==> config.mk <==
export PLATFORM = sky130hd
export DESIGN_NAME = baccarat_dealer
export DESIGN_NICKNAME = d
export VERILOG_FILES = /design/src/rtl/baccarat_pkg.sv /design/src/rtl/baccarat_dealer_hand_total.sv /design/src/rtl/baccarat_dealer.sv
export SDC_FILE = /design/constraint.sdc
export NUM_CORES = 1
export LEC_CHECK = 0
export ABC_AREA = 1
export CAP_MARGIN = 20
export CORE_MARGIN = 2
export CORE_UTILIZATION = 49
export CTS_CLUSTER_DIAMETER = 100
export DETAILED_ROUTE_END_ITERATION = 10
export GPL_TIMING_DRIVEN = 0
export PLACE_DENSITY = 0.78
export SLEW_MARGIN = 30
export SYNTH_ARGS = -nofsm -noshare
export SYNTH_HDL_FRONTEND = slang
export SYNTH_SLANG_ARGS = --single-unit
export TNS_END_PERCENT = 30
==> constraint.sdc <==
create_clock -name slow_clock -period 4.2 [get_ports slow_clock]
set_input_delay 0.63 -clock slow_clock [delete_from_list [all_inputs] [get_ports slow_clock]]
set_output_delay 0.63 -clock slow_clock [all_outputs]
set_load 0.02 [all_outputs]
==> src/rtl/baccarat_pkg.sv <==
// Shared card codes, dealer FSM states and the card-value / dealer third-card helpers.
package baccarat_pkg;

  localparam logic [3:0] ACE   = 4'd1;
  localparam logic [3:0] TEN   = 4'd10;
  localparam logic [3:0] JACK  = 4'd11;
  localparam logic [3:0] QUEEN = 4'd12;
  localparam logic [3:0] KING  = 4'd13;

  typedef enum logic [3:0] {
    IDLE, DEAL_P1, DEAL_D1, DEAL_P2, DEAL_D2, CHECK, DEAL_P3, BCHK, DEAL_D3, RESULT
  } state_t;

  function automatic logic card_valid(input logic [3:0] c);
    return (c >= ACE) && (c <= KING);
  endfunction

  function automatic logic [3:0] card_value(input logic [3:0] c);
    case (c)
      TEN, JACK, QUEEN, KING: return 4'd0;
      default:                return (c > KING) ? 4'd0 : c;
    endcase
  endfunction

  // pdrew=0: dealer stands on 6/7; otherwise the tableau keyed on the player's third card
  function automatic logic dealer_draws(input logic [3:0] ds, input logic pdrew,
                                        input logic [3:0] v);
    if (!pdrew) return ds <= 4'd5;
    case (ds)
      4'd0, 4'd1, 4'd2: return 1'b1;
      4'd3:             return v != 4'd8;
      4'd4:             return (v >= 4'd2) && (v <= 4'd7);
      4'd5:             return (v >= 4'd4) && (v <= 4'd7);
      4'd6:             return (v >= 4'd6) && (v <= 4'd7);
      default:          return 1'b0;
    endcase
  endfunction

endpackage

==> src/rtl/baccarat_dealer_hand_total.sv <==
// Combinational Baccarat hand total: three card codes -> (sum of values) mod 10.
// Zero latency; no flow control.
import baccarat_pkg::*;

module hand_total (
  input  logic [3:0] c1,
  input  logic [3:0] c2,
  input  logic [3:0] c3,
  output logic [3:0] total
);

  logic [4:0] sum;

  always_comb begin
    sum = {1'b0, card_value(c1)} + {1'b0, card_value(c2)} + {1'b0, card_value(c3)};
    if (sum >= 5'd20)      total = 4'(sum - 5'd20);
    else if (sum >= 5'd10) total = 4'(sum - 5'd10);
    else                   total = sum[3:0];
  end

endmodule

==> src/rtl/baccarat_dealer.sv <==
// Baccarat dealer: requests cards (req/vld), deals P1,D1,P2,D2, applies third-card rules.
// Natural -> RESULT 6 cycles after start; stalls while card_vld is low; BACCARAT_STEP_EN gates each card on step.
import baccarat_pkg::*;

module baccarat_dealer (
  input  logic       slow_clock,
  input  logic       reset,
  input  logic       start,
  input  logic       step,
  output logic       card_req,
  input  logic       card_vld,
  input  logic [3:0] card_in,
  output logic [3:0] pcard1,
  output logic [3:0] pcard2,
  output logic [3:0] pcard3,
  output logic [3:0] dcard1,
  output logic [3:0] dcard2,
  output logic [3:0] dcard3,
  output logic [3:0] pscore,
  output logic [3:0] dscore,
  output logic       round_done,
  output logic       player_win,
  output logic       dealer_win
);

`ifdef BACCARAT_STEP_EN
  localparam logic REQ_ON_ENTRY = 1'b0;
`else
  localparam logic REQ_ON_ENTRY = 1'b1;
  logic step_unused;
  assign step_unused = step;
`endif

  state_t state;
  logic   accept;

  assign accept = card_req && card_vld && card_valid(card_in);

  hand_total u_player (.c1(pcard1), .c2(pcard2), .c3(pcard3), .total(pscore));
  hand_total u_dealer (.c1(dcard1), .c2(dcard2), .c3(dcard3), .total(dscore));

  assign player_win = round_done && (pscore >= dscore);
  assign dealer_win = round_done && (dscore >= pscore);

  always_ff @(posedge slow_clock) begin
    if (reset) begin
      state      <= IDLE;
      card_req   <= 1'b0;
      round_done <= 1'b0;
      pcard1 <= '0; pcard2 <= '0; pcard3 <= '0;
      dcard1 <= '0; dcard2 <= '0; dcard3 <= '0;
    end else begin
      case (state)
        IDLE, RESULT: if (start) begin
          pcard1 <= '0; pcard2 <= '0; pcard3 <= '0;
          dcard1 <= '0; dcard2 <= '0; dcard3 <= '0;
          round_done <= 1'b0;
          card_req   <= REQ_ON_ENTRY;
          state      <= DEAL_P1;
        end
        DEAL_P1: if (accept) begin
          pcard1 <= card_in; card_req <= REQ_ON_ENTRY; state <= DEAL_D1;
        end
        DEAL_D1: if (accept) begin
          dcard1 <= card_in; card_req <= REQ_ON_ENTRY; state <= DEAL_P2;
        end
        DEAL_P2: if (accept) begin
          pcard2 <= card_in; card_req <= REQ_ON_ENTRY; state <= DEAL_D2;
        end
        DEAL_D2: if (accept) begin
          dcard2 <= card_in; card_req <= 1'b0; state <= CHECK;
        end
        CHECK: begin
          if (pscore >= 4'd8 || dscore >= 4'd8) begin
            round_done <= 1'b1;
            state      <= RESULT;
          end else if (pscore <= 4'd5) begin
            card_req <= REQ_ON_ENTRY;
            state    <= DEAL_P3;
          end else begin
            state <= BCHK;
          end
        end
        DEAL_P3: if (accept) begin
          pcard3 <= card_in; card_req <= 1'b0; state <= BCHK;
        end
        // an empty pcard3 slot means the player stood
        BCHK: begin
          if (dealer_draws(dscore, pcard3 != 4'd0, card_value(pcard3))) begin
            card_req <= REQ_ON_ENTRY;
            state    <= DEAL_D3;
          end else begin
            round_done <= 1'b1;
            state      <= RESULT;
          end
        end
        DEAL_D3: if (accept) begin
          dcard3 <= card_in; card_req <= 1'b0; round_done <= 1'b1; state <= RESULT;
        end
        default: state <= IDLE;
      endcase
`ifdef BACCARAT_STEP_EN
      if (state inside {DEAL_P1, DEAL_D1, DEAL_P2, DEAL_D2, DEAL_P3, DEAL_D3} && !card_req && step)
        card_req <= 1'b1;
`endif
    end
  end

endmodule
Word-level counts from Yosys, hierarchy flattened. Index checks and enable logic that the tools add are counted. Widths: inputs -> output; s select.

Reductions and logical operators: 39. $add $sub $neg: 8. Equal/unequal tests: 54. Muxes and demuxes: 56. $lt $le $gt $ge: 22.

Operators with widths (number): $mux 4 (28); $eq 4x4->1 const B (26); $pmux 4 s2 (6); $pmux 4 s9 (1); $eq 4x3->1 const B (7); $gt 4x4->1 const B (6); $ne 2x2->1 const B (12); $reduce_or 4->1 (6); $mux 1 (18); $reduce_and 3->1 (6); $eq 4x2->1 const B (4); $reduce_and 7->1 (2); $le 4x3->1 const B (3); $reduce_bool 2->1 (6); $add 4x4->5 (2); $add 5x4->5 (2); $ge 5x4->1 const B (2); $ge 5x5->1 const B (2); $pmux 1 s5 (2); $reduce_or 3->1 (3); $eq 4x1->1 const B (2); $ge 4x3->1 const B (2); $ge 4x4->1 (2); $ge 4x4->1 const B (2); other kinds (15) (27).

Output and inout bits: 36. Register bits: 30. Bits of input ports: 9.

Longest topological paths before layout. Gate-level depths: netlist of the first run.

Word-level depth: 16. Mapped depth: 26. Mapped depth without buffers: 26.

Cells and area by module. From an unflattened synthesis of the first run, not the netlist that was laid out.

Cells, all modules: 432. Area, all modules: 2865.2 um^2.

Modules (own cells, without submodules): baccarat_dealer (seq. area each 600.6 um^2, times used 1, area an instance 1788.0 um^2, cells each 253); hand_total (u_player) (seq. area each 0.0 um^2, times used 1, area an instance 541.8 um^2, cells each 92); hand_total (u_dealer) (seq. area each 0.0 um^2, times used 1, area an instance 535.5 um^2, cells each 87).

Worst setup path before layout of the first run. OpenSTA, ideal clock, no wires.

Path kind: register to output. Start: register dcard1[3]. End: output player_win. Data required time: 3.570 ns. Path slack: -0.657 ns. Path buffers: 0. Arrival time: 4.227 ns. Cell stages (with the launch flop): 24. Path through: dfxtp_1 -> inv_1 -> o21ai_0 -> o21ai_0 -> nand2_1 -> nor2_1 -> fa_1 -> ha_1 -> inv_1 -> fa_1 -> ha_1 -> inv_1 -> nor2_1 -> o21ai_0 -> nand3_1 -> nand2_1 -> nor2_1 -> a211oi_1 -> ha_1 -> nand2_1 -> a21oi_1 -> nand2_1 -> a21oi_1 -> nor2_1.

Word-level cells in the longest chain between the ends: 10.

Ends and longest elaborated chain: start, declared (RTL line baccarat_dealer.sv:16) `output logic [3:0] dcard1,`; start signal, assigned (RTL line baccarat_dealer.sv:51) `dcard1 <= '0; dcard2 <= '0; dcard3 <= '0;`; start signal, assigned (RTL line baccarat_dealer.sv:56) `dcard1 <= '0; dcard2 <= '0; dcard3 <= '0;`; start signal, assigned (RTL line baccarat_dealer.sv:65) `dcard1 <= card_in; card_req <= REQ_ON_ENTRY; state <= DEAL_P2;`; $gt 4x4->1 / $eq 4x4->1 (equally long branches) (RTL line baccarat_pkg.sv:21, baccarat_pkg.sv:19); $mux 4 / $reduce_or 4->1 (equally long branches) (RTL line baccarat_pkg.sv:21, baccarat_pkg.sv:19); $mux 4 * (RTL line baccarat_pkg.sv:19) `case (c)`; $add 4x4->5 * (RTL line baccarat_dealer_hand_total.sv:15) `sum = {1'b0, card_value(c1)} + {1'b0, card_value(c2)} + {1'b0, card_value(c3)};`; $add 5x4->5 * (RTL line baccarat_dealer_hand_total.sv:15); $sub 4x4->4 / $ge 5x4->1 (equally long branches) (RTL line baccarat_dealer_hand_total.sv:17) `else if (sum >= 5'd10) total = 4'(sum - 5'd10);`; $mux 4 (RTL line baccarat_dealer_hand_total.sv:17); $mux 4 * (RTL line baccarat_dealer_hand_total.sv:16) `if (sum >= 5'd20) total = 4'(sum - 5'd20);`; net dscore[2] (RTL line baccarat_dealer.sv:20) `output logic [3:0] dscore,`; $ge 4x4->1 * (RTL line baccarat_dealer.sv:42) `assign player_win = round_done && (pscore >= dscore);`; $logic_and 1x1->1 * (RTL line baccarat_dealer.sv:42); end, declared (RTL line baccarat_dealer.sv:22) `output logic player_win,`.

The timed path passes the listed nets; every way through them passes the cells marked *.

Worst setup path after layout of the first run.
Start: register pcard2[3]. End: output player_win.

Word-level cells in the longest chain between the ends: 10.

Ends and longest elaborated chain: start, declared (RTL line baccarat_dealer.sv:14) `output logic [3:0] pcard2,`; start signal, assigned (RTL line baccarat_dealer.sv:50) `pcard1 <= '0; pcard2 <= '0; pcard3 <= '0;`; start signal, assigned (RTL line baccarat_dealer.sv:55) `pcard1 <= '0; pcard2 <= '0; pcard3 <= '0;`; start signal, assigned (RTL line baccarat_dealer.sv:68) `pcard2 <= card_in; card_req <= REQ_ON_ENTRY; state <= DEAL_D2;`; $gt 4x4->1 / $eq 4x4->1 (equally long branches) (RTL line baccarat_pkg.sv:21, baccarat_pkg.sv:19); $mux 4 / $reduce_or 4->1 (equally long branches) (RTL line baccarat_pkg.sv:21, baccarat_pkg.sv:19); $mux 4 * (RTL line baccarat_pkg.sv:19); $add 4x4->5 * (RTL line baccarat_dealer_hand_total.sv:15); $add 5x4->5 * (RTL line baccarat_dealer_hand_total.sv:15); $sub 4x4->4 / $ge 5x4->1 (equally long branches) (RTL line baccarat_dealer_hand_total.sv:17); $mux 4 (RTL line baccarat_dealer_hand_total.sv:17); $mux 4 * (RTL line baccarat_dealer_hand_total.sv:16); $ge 4x4->1 * (RTL line baccarat_dealer.sv:42); $logic_and 1x1->1 * (RTL line baccarat_dealer.sv:42).

Mark *: on every way between the ends. The rest lies on a longest branch, timed or not.

==> impl_metrics.json, run 1 <==
{
  "hold_viol_final": 0,
  "stdcell_count": 549,
  "fin_skew_ns": 0.008973,
  "row_count": 26,
  "slowest_stage": "fa_2",
  "cts.sinks": 30,
  "slew_viol_final": 0,
  "power_frac_seq_pct": 13.6,
  "ys.flop_type": "dfxtp_1",
  "antenna_left": 0,
  "crit_fanout": 3,
  "first_global_vias": 2661,
  "yosysWarnings": 0,
  "nNetsFinal": 512,
  "status": "complete, but fails checks",
  "worstPathArrival_ns": 3.89,
  "synth-seq-cells": 30,
  "place_worst_setup_slack_ns": -0.7311,
  "synthAdderAreaFrac_pct": 14.68,
  "cts_tree": "built",
  "swShare_pct": 53.56,
  "num_antenna_cells": 0,
  "totalWireLength_um": 6898,
  "p_leak_nw": 1.603,
  "portBuffers": 39,
  "drive_gt1_share_pct": 23.80,
  "p_switching_w": 0.001734,
  "worstPathRequired_ns": 3.57,
  "grt_max_degree": 11,
  "core_mm2": 0.005140,
  "cts-hold-fix-buffers": 0,
  "dpl.hpwl_um": 5265,
  "grt_pass1_wl_um": 11760,
  "slew_headroom_pct": 51.87,
  "rsz0062_at_grt": "yes",
  "insertion_delay_ns": 0.28,
  "path_class": "reg2out",
  "synth_edf_count": 0,
  "worstSetupStartpointType": "flip-flop",
  "firstDrtPassIters": 4,
  "synth_area_mm2": 0.002643,
  "cts_buffer_depth": 2,
  "antenna_found_initial": 0,
  "pwr_density_cell_mw_per_mm2": 907.5,
  "synth_nets": 452,
  "synth_compound_area_share_pct": 18.51,
  "synth_xor_area_share_pct": 0,
  "violations": "negative setup slack",
  "h-tree-depth": 2,
  "syn2layout_area_growth_pct": 34.99,
  "ys_seq_area_share_pct": 22.73,
  "pin_count": 45,
  "die_w_um": 77.44,
  "syn_avg_cell_area_um2": 6.322,
  "grt_use_total_pct": 23.93,
  "fillers": 456,
  "setup_violations": 2,
  "drc": 0,
  "peakVddDrop_mv": 0.8196,
  "hold_class": "reg2reg",
  "tightest_slew_ns": 0.7164,
  "synthCells": 418,
  "wire_per_inst_um": 12.56,
  "min_period_ns": 4.517,
  "p_clk_share_pct": 6.8,
  "synth_top_family_by_area": "simple AND/OR/NAND/NOR gates",
  "max_cap_viol_count": 0,
  "cts.clk_slew.worst_paths_ns": 0.07,
  "endpoint_kind": "primary output",
  "numPlacedInstances": 527,
  "drtIter0Drc": 84,
  "cts_buffers": 5,
  "intPower_w": 0.001503,
  "overflow": 0,
  "synthDistinctLibCells": 32,
  "root_buffer": "clkbuf_8",
  "max_freq_mhz": 221.4,
  "routed_via_density": 5.140,
  "synth-async-reset-ratio_pct": 0,
  "fin_crit_sh_pct": 107.5,
  "gp_congestion": 0.9679,
  "worst_slack_ns": -0.3166,
  "synthMuxAreaShare_pct": 0,
  "synth-simple-area-share_pct": 32.43,
  "dr_total_vias": 2822,
  "max_stage_delay_ns": 0.56,
  "power.share.combinational_pct": 79.6,
  "die_y_um": 77.44,
  "path_cells": "inv_2, o21ai_2, buf_4, nor2_4, fa_1, ha_2, fa_2, ha_1, inv_1, o211ai_1, nand3_2, nand2_2, nand2_2, ha_4, nand2_1, a21oi_2, and3_4, a21oi_4, nor2_4, buf_6",
  "die-area_mm2": 0.005996,
  "initial_core_util_pct": 51.41,
  "r2r_setup_slack_ns": 0.57
}
[power groups by stage]
stage | clock network (W) | logic (W) | registers, W
floorplan | 0 | 0.00157 | 0.000491
global placement | 0 | 0.00218 | 0.000430
detailed placement | 0 | 0.00224 | 0.000433
CTS | 0.000225 | 0.00242 | 0.000432
global route | 0.000236 | 0.00287 | 0.000455
finish | 0.000219 | 0.00258 | 0.000442
[sequential cells by signal (all words and copies together) (netlist names)]
| signal | cells |
|---|---|
| round_done | 1 |
| pcard2 | 4 |
| pcard3 | 4 |
| pcard1 | 4 |
| dcard3 | 4 |
| card_req | 1 |
| dcard2 | 4 |
| dcard1 | 4 |
| state | 4 |
[cells by family after synthesis]
family | after synthesis
AND/OR/NAND/NOR | 202
AO/OA/AOI/OAI | 82
buffers and inverters | 79
flip-flops | 30
adder cells (fa/ha/maj) | 25
[critical path, delay by kind of cell (launching register included)]
family,cells,cell delay [ns]
AO/OA/AOI/OAI,4,0.51
adder cells (fa/ha/maj),5,1.65
buffers and inverters,4,0.34
flip-flops,1,0.35
AND/OR/NAND/NOR,7,0.75
[path summary, 6_finish.rpt]
kind | start | cells past startpoint | end
setup reg to reg | dcard3[2]$_SDFFE_PP0P_ | 20 | card_req$_SDFFE_PP0P_
setup / recovery | pcard2[3]$_SDFFE_PP0P_ | 20 | player_win
hold / removal | dcard2[2]$_SDFFE_PP0P_ | 2 | dcard2[2]$_SDFFE_PP0P_
hold reg to reg | dcard2[2]$_SDFFE_PP0P_ | 2 | dcard2[2]$_SDFFE_PP0P_
[what timing repair did]
item / CTS / global route
setup buffers: 12 / 2
pin swaps: 18 / 14
endpoints found under the setup margin: 8 / 8
resized for setup: 60 / 19
[layer usage]
layer,routed length (um),GRT usage (%)
met1,3217,30.74
met2,3460,42.52
met3,169,3.488
met4,51,5.179
met5,0,0
[cell usage after synthesis, types with 2 or more instances]
| cell type | number | area [um^2] |
|---|---|---|
| a211oi_1 | 14 | 105.1 |
| a21oi_1 | 41 | 205.2 |
| buf_2 | 3 | 15.01 |
| clkbuf_1 | 3 | 11.26 |
| dfxtp_1 | 30 | 600.6 |
| fa_1 | 10 | 200.2 |
| ha_1 | 15 | 187.7 |
| inv_1 | 69 | 259.0 |
| inv_2 | 3 | 11.26 |
| nand2_1 | 109 | 409.1 |
| nand3_1 | 34 | 170.2 |
| nand3b_1 | 3 | 22.52 |
| nand4_1 | 3 | 18.77 |
| nor2_1 | 44 | 165.2 |
| nor3_1 | 3 | 15.01 |
| o211ai_1 | 2 | 15.01 |
| o21ai_0 | 16 | 80.08 |
| o21ai_2 | 2 | 17.52 |
[per-stage QoR]
| step | utilization (%) | hold WS (ns) | TNS [ns] | cell area [um^2] | total power [W] |
|---|---|---|---|---|---|
| final | 69.40 | 0.4686 | -0.6251 | 3567 | 0.003237 |
| after global routing | 69.40 | 0.5089 | -1.506 | 3567 | 0.003561 |
| after detailed placement | 62.29 | 0.4609 | -1.548 | 3202 | 0.002677 |
| after global placement | 62.29 | 0.4620 | -1.277 | 3202 | 0.002614 |
| after floorplan | - | 0.4660 | -0.04490 | 2724 | 0.002063 |
| after CTS | 68.18 | 0.4716 | -0.5949 | 3505 | 0.003082 |
[cell type report]
| cell class | instances | area, um^2 | area share [%] |
|---|---|---|---|
| tap | 70 | 87.58 | 2.455 |
| clock buffer | 5 | 68.82 | 1.929 |
| multi-input combinational | 309 | 1962 | 55.00 |
| inverter | 72 | 275.3 | 7.717 |
| sequential | 30 | 626.9 | 17.57 |
| buffer | 7 | 37.54 | 1.052 |
| clock inverter | 3 | 16.27 | 0.4560 |
| timing repair buffer | 53 | 493.0 | 13.82 |
[layout by cell type, fill, tap and decap left out, types with 4 or more instances in the layout]
cell type,netlist,routed
nand3_2,0,5
dfxtp_4,0,4
clkdlybuf4s50_1,0,33
dfxtp_2,0,9
buf_4,0,14
dfxtp_1,30,17
nand2_1,109,98
inv_2,3,15
a211oi_1,14,13
ha_4,0,4
o21ai_2,2,10
a21oi_1,41,37
nand2_2,0,11
nand3_1,34,29
clkbuf_8,0,5
ha_1,15,7
o21ai_0,16,7
dlygate4sd2_1,0,4
inv_1,69,55
fa_2,0,4
nor2_1,44,37
fa_1,10,6
ha_2,0,4
nor2_2,1,5
No activity file was read; power rests on OpenSTA's default activity.
==> run 2, diff against run 1 <==
- ABC_AREA: 1 -> not set
- CAP_MARGIN: 20 -> 10
==> run 2 against run 1 <==
Compared with the run above: the run still ends with negative setup slack left; clock skew is 0.0041 ns lower; critical path depth is 1 lower; power decreased by 77%; first-iteration DRC count up 95%; global-route usage is 1.1 points higher; area after synthesis decreased by 1.3%; sequential share of layout area is 0.18 points lower; clock power up 3%; hold slack gained 0.022 ns; via count shrank 2.8%; non-clock buffer count increased by 26.
==> impl_metrics.json, run 2 <==
{
  "endpoint_kind": "primary output",
  "worst_slack_ns": -0.2873,
  "fin_skew_ns": 0.004894,
  "drtIter0Drc": 164,
  "pin_count": 45,
  "synth_edf_count": 0,
  "die_w_um": 76.97,
  "p_leak_nw": 1.420,
  "intPower_w": 0.0004852,
  "worstSetupStartpointType": "flip-flop",
  "max_stage_delay_ns": 0.61,
  "tightest_slew_ns": 0.5567,
  "worstPathArrival_ns": 3.86,
  "totalWireLength_um": 7720,
  "setup_violations": 3,
  "final_cell_mix": "nor2_1, buf_4, clkdlybuf4s50_1",
  "synth_nets": 376,
  "max_freq_mhz": 222.8,
  "tns_ns": -0.6263,
  "syn2layout_area_growth_pct": 42.25,
  "slew_viol_final": 0,
  "num_antenna_cells": 0,
  "antenna_left": 0,
  "initial_core_util_pct": 51.08,
  "worstPathRequired_ns": 3.57,
  "synthMuxAreaShare_pct": 3.165,
  "yosysTopAreaCell": "dfxtp_1",
  "cts_buffers": 5,
  "gp_congestion": 0.9668,
  "final_cell_area_mm2": 0.003711,
  "grt_pass1_wl_um": 12060,
  "cts.clk_slew.worst_paths_ns": 0.07,
  "cpMostUsedCell": "nand2_1",
  "yosys.area.top_type_share_pct": 23.02,
  "hold_class": "reg2reg",
  "synth-seq-cells": 30,
  "yosysWarnings": 0,
  "swShare_pct": 33.55,
  "hold_viol_final": 0,
  "row_count": 26,
  "drive_gt1_share_pct": 27.32,
  "pwr_density_cell_mw_per_mm2": 196.8,
  "path_cells": "nor2b_4, fa_1, ha_4, fa_2, ha_2, nand2b_1, nand2_1, nor2_2, nor2_1, nor2_1, a211oi_2, a31o_2, inv_2, ha_4, nand2_4, nand2_1, nand2_1, a31oi_2, buf_4",
  "syn_avg_cell_area_um2": 7.628,
  "synthDistinctLibCells": 49,
  "dr_total_vias": 2744,
  "synth_area_mm2": 0.002609,
  "synth_compound_area_share_pct": 21.53,
  "overflow": 0,
  "power_frac_seq_pct": 40.2,
  "rr_endpoint": "state[0]$_SDFFE_PP0P_",
  "reg2reg_from": "pcard2[1]$_SDFFE_PP0P_",
  "synth_top_family_by_area": "simple AND/OR/NAND/NOR gates",
  "reg2regPathDepth": 21,
  "wire_per_inst_um": 15.72,
  "whs_ns": 0.4907,
  "ys_seq_area_share_pct": 23.02,
  "die-area_mm2": 0.005924,
  "place_worst_setup_slack_ns": -0.6509,
  "violations": "negative setup slack",
  "setup.worst_path.end": "dealer_win",
  "final_common_cell": "nor2_1",
  "ys.flop_type": "dfxtp_1",
  "grt_use_total_pct": 25.02,
  "cts_tree": "built",
  "first_global_vias": 2506,
  "portBuffers": 40,
  "p_clk_share_pct": 30.9,
  "synthCells": 342,
  "r2r_setup_slack_ns": -0.08,
  "max_cap_viol_count": 0,
  "status": "complete, but fails checks",
  "core_mm2": 0.005107,
  "final_util_pct": 72.66,
  "min_period_ns": 4.487,
  "rsz0062_at_grt": "yes",
  "synth-async-reset-ratio_pct": 0,
  "crit_fanout": 4,
  "synthAdderAreaFrac_pct": 14.87,
  "crit_start": "pcard2[1]$_SDFFE_PP0P_",
  "h-tree-depth": 2,
  "synth-simple-area-share_pct": 28.25,
  "worst-path-buf-inv": 2,
  "antenna_found_initial": 0,
  "peakVddDrop_mv": 0.1728,
  "synth_commonest_cells": "nor2_1, a21oi_1, dfxtp_1, nand2_1",
  "cts_buffer_depth": 2,
  "path_class": "reg2out",
  "placed_area_mm2": 0.003187,
  "synth_xor_area_share_pct": 3.981,
  "crit_family": "adder cells",
  "p_switching_w": 0.0002450,
  "root_buffer": "clkbuf_8",
  "routed_via_density": 5.589,
  "firstDrtPassIters": 4,
  "grt_max_degree": 11,
  "slew_headroom_pct": 62.60,
  "drc": 0,
  "die_y_um": 76.97,
  "nNetsFinal": 454,
  "insertion_delay_ns": 0.29,
  "cts.sinks": 30,
  "fin_crit_sh_pct": 106.8,
  "dpl.hpwl_um": 5242,
  "slowest_stage": "fa_2",
  "synth.area.top_cells": "dfxtp_1, fa_1, ha_1",
  "power.share.combinational_pct": 29.0,
  "cts-hold-fix-buffers": 0,
  "synth.most_common_cell": "nor2_1",
  "path_depth": 19
}
## run 2: changes by cell type in the layout (fill, tap and decap cells not counted), moves of 13 or more
| cell | previous run | this run |
|---|---|---|
| a211oi_1 | 13 | 0 |
| buf_4 | 14 | 33 |
| inv_1 | 55 | 16 |
| nand2b_1 | 0 | 17 |
| nand2_1 | 98 | 29 |
## run 2: worst min path at each step
stage	cells past startpoint	slack (ns)	start	end
global placement	2	0.48	dcard1[0]$_SDFFE_PP0P_	dcard1[0]$_SDFFE_PP0P_
CTS	2	0.49	pcard3[1]$_SDFFE_PP0P_	pcard3[1]$_SDFFE_PP0P_
finish	2	0.49	dcard1[0]$_SDFFE_PP0P_	dcard1[0]$_SDFFE_PP0P_
global route	2	0.53	pcard3[1]$_SDFFE_PP0P_	pcard3[1]$_SDFFE_PP0P_
floorplan	2	0.50	pcard3[2]$_SDFFE_PP0P_	pcard3[2]$_SDFFE_PP0P_
detailed placement	2	0.48	dcard1[0]$_SDFFE_PP0P_	dcard1[0]$_SDFFE_PP0P_
## run 2: cells by family (layout without fill, tap and decap cells)
group | Yosys count | in the layout
flip-flops | 30 | 30
adder cells (fa/ha/maj) | 25 | 25
buffers and inverters | 35 | 114
multiplexers | 7 | 7
XOR/XNOR | 8 | 8
AND/OR/NAND/NOR | 150 | 150
AO/OA/AOI/OAI | 87 | 87
## run 2: timing repair
item / in CTS / in global routing
pin swaps: 21 / 21
setup buffers: 24 / 7
gates resized for setup: 55 / 21
endpoints found under the setup margin: 8 / 9
## run 2: worst reg2reg max path, stage by stage, from the launching register on
cell and delay [ns]:
dfxtp_4 0.35, nor2b_4 0.13, fa_1 0.52, ha_4 0.20, fa_2 0.61, inv_1 0.09
ha_2 0.22, o21ai_2 0.08, nand2_1 0.11, buf_4 0.16, buf_4 0.12, buf_4 0.12
buf_4 0.13, buf_4 0.12, buf_4 0.12, buf_4 0.12, buf_4 0.12, and3_1 0.19
o21ai_2 0.18, a311oi_2 0.17, nor3b_2 0.21, a211oi_2 0.08
## run 2: metal layers
layer | routed length [um] | GRT usage [%] | part of all wire (%)
met3 | 315 | 3.176 | 4.1
met5 | 0 | 0 | 0
met4 | 169 | 6.182 | 2.2
met1 | 3351 | 31.42 | 43
met2 | 3883 | 45.18 | 50
## run 2: area by class of cell
cell class	instances	area (um^2)
Sequential cell	30	645.6
Tap cell	70	87.58
Inverter	20	75.07
Timing Repair Buffer	71	628.1
Clock inverter	3	16.27
Buffer	15	60.06
Fill cell	377	1396
Clock buffer	5	68.82
Multi-Input combinational cell	277	2130
## run 2: through the flow
step / total power (W) / std cells
6_report: 0.0007302 / 491
5_1_grt: 0.0007621 / 491
4_1_cts: 0.0007239 / 484
3_5_place_dp: 0.0004836 / 452
3_3_place_gp: 0.0004791 / 452
2_1_floorplan: 0.0004291 / 342
## run 2: power by group through the flow
stage / combinational, W / clock (W) / sequential [W]
after floorplan: 0.000121 / 0 / 0.000308
after global placement: 0.000176 / 0 / 0.000303
after detailed placement: 0.000180 / 0 / 0.000303
after CTS: 0.000200 / 0.000230 / 0.000294
after global routing: 0.000227 / 0.000241 / 0.000294
final: 0.000211 / 0.000225 / 0.000293
==> run 3, diff against run 2 <==
- SKIP_CTS_REPAIR_TIMING: not set -> 1
- SKIP_LAST_GASP: not set -> 1
==> run 3 against run 2 <==
Compared with the run above: routed wire length is 3.0% higher; first-iteration DRC count is 9.1% higher; clock power hardly changed; the run still ends with negative setup slack left; hold slack better by 0.0012 ns; core utilization is 0.20 points lower; flip-flop and latch count stayed put.
==> impl_metrics.json, run 3 (synthesis results as in run 2) <==
{
  "violations": "negative setup slack",
  "drtIter0Drc": 179,
  "die_y_um": 76.97,
  "grt_max_degree": 11,
  "routed_via_density": 5.699,
  "hold_class": "reg2reg",
  "setup_violations": 8,
  "drc": 0,
  "cts.clk_slew.worst_paths_ns": 0.06,
  "crit_family": "adder cells",
  "fin_skew_ns": 0.004527,
  "power.total_w": 0.0007380,
  "num_antenna_cells": 0,
  "cts_buffer_depth": 2,
  "cts.sinks": 30,
  "rsz0062_at_grt": "yes",
  "slew_viol_final": 0,
  "dpl.hpwl_um": 5242,
  "worstPathArrival_ns": 3.93,
  "antenna_found_initial": 0,
  "totalWireLength_um": 7953,
  "portBuffers": 40,
  "worst_slack_ns": -0.3633,
  "tightest_slew_ns": 0.5572,
  "pin_count": 45,
  "die_w_um": 76.97,
  "worstSetupStartpointType": "flip-flop",
  "peakVddDrop_mv": 0.1717,
  "r2r_setup_slack_ns": 0.39,
  "nNetsFinal": 441,
  "insertion_delay_ns": 0.29,
  "pwr_density_cell_mw_per_mm2": 199.4,
  "max_stage_delay_ns": 0.53,
  "crit_fanout": 6,
  "stdcell_count": 478,
  "endpoint_kind": "primary output",
  "final_common_cell": "nor2_1",
  "path_cells": "o21ai_0, and2_1, fa_2, ha_2, inv_2, fa_2, inv_2, ha_2, nand2b_1, a211oi_2, a21oi_2, mux2i_4, ha_4, a21oi_4, o31ai_2, a21oi_2, buf_4",
  "first_global_vias": 2327,
  "numPlacedInstances": 452,
  "grt_use_total_pct": 22.85,
  "firstDrtPassIters": 5,
  "max_freq_mhz": 219.1,
  "core_mm2": 0.005107,
  "row_count": 26,
  "initial_core_util_pct": 51.08,
  "grt_pass1_wl_um": 11060,
  "slew_headroom_pct": 62.57,
  "final_cell_mix": "nor2_1, clkdlybuf4s50_1, nand2_1, a21oi_1, buf_4",
  "overflow": 0,
  "die-area_mm2": 0.005924,
  "worstPathRequired_ns": 3.57,
  "status": "complete, but fails checks",
  "path_class": "reg2out",
  "min_period_ns": 4.563,
  "cts_tree": "built",
  "h-tree-depth": 2,
  "worst-path-buf-inv": 3,
  "place_worst_setup_slack_ns": -0.6509,
  "drive_gt1_share_pct": 26.72,
  "syn2layout_area_growth_pct": 41.87,
  "root_buffer": "clkbuf_8",
  "max_cap_viol_count": 0,
  "fin_crit_sh_pct": 108.7,
  "gp_congestion": 0.9668,
  "wire_per_inst_um": 16.64,
  "p_leak_nw": 1.331,
  "antenna_left": 0,
  "slowest_stage": "fa_2",
  "hold_viol_final": 0,
  "cts_buffers": 5,
  "dr_total_vias": 2724
}
-- run 3: final timing paths --
kind	start	endpoint	cells after the start
max	dcard3[1]$_SDFFE_PP0P_	player_win	17
max reg2reg	dcard3[1]$_SDFFE_PP0P_	round_done$_SDFFE_PP0P_	15
min	pcard2[1]$_SDFFE_PP0P_	pcard2[1]$_SDFFE_PP0P_	2
min reg2reg	pcard2[1]$_SDFFE_PP0P_	pcard2[1]$_SDFFE_PP0P_	2
-- run 3: layout make-up --
class,instances,area [um^2]
Sequential cell,30,645.6
Clock buffer,5,68.82
Tap cell,70,87.58
Inverter,20,77.57
Buffer,15,60.06
Timing Repair Buffer,58,530.5
Multi-Input combinational cell,277,2215
Fill cell,383,1406
Clock inverter,3,16.27
-- run 3: power by group --
part / internal [W] / switching, W
clock: 0.000113 / 0.000111
combinational: 0.0000879 / 0.000132
sequential: 0.000287 / 0.00000661
-- run 3: per-layer routing --
metal / part of all wire (%) / global-route usage (%)
met1: 41 / 29.75
met3: 5.3 / 3.176
met4: 2.1 / 5.273
met5: 0 / 0
met2: 51 / 40.00
-- run 3: worst reg2reg max path, stage by stage, from the launching register on --
cell	delay [ns]
dfxtp_4	0.36
nor2b_4	0.13
fa_1	0.54
ha_2	0.20
inv_2	0.04
fa_2	0.66
inv_2	0.07
ha_2	0.17
nand2b_1	0.14
nand3_2	0.16
mux2i_4	0.27
xnor2_4	0.13
buf_4	0.15
a221o_1	0.35
a2bb2oi_1	0.16
o21a_1	0.18
-- run 3: through the flow --
stage	TNS, ns	utilization [%]	hold WS (ns)	area, um^2
4_1_cts	-3.282	64.06	0.4923	3272
3_3_place_gp	-1.031	62.40	0.4804	3187
3_5_place_dp	-1.316	62.40	0.4805	3187
2_1_floorplan	-0.04362	-	0.5041	2699
6_report	-1.619	72.46	0.4919	3701
5_1_grt	-2.697	72.46	0.5350	3701
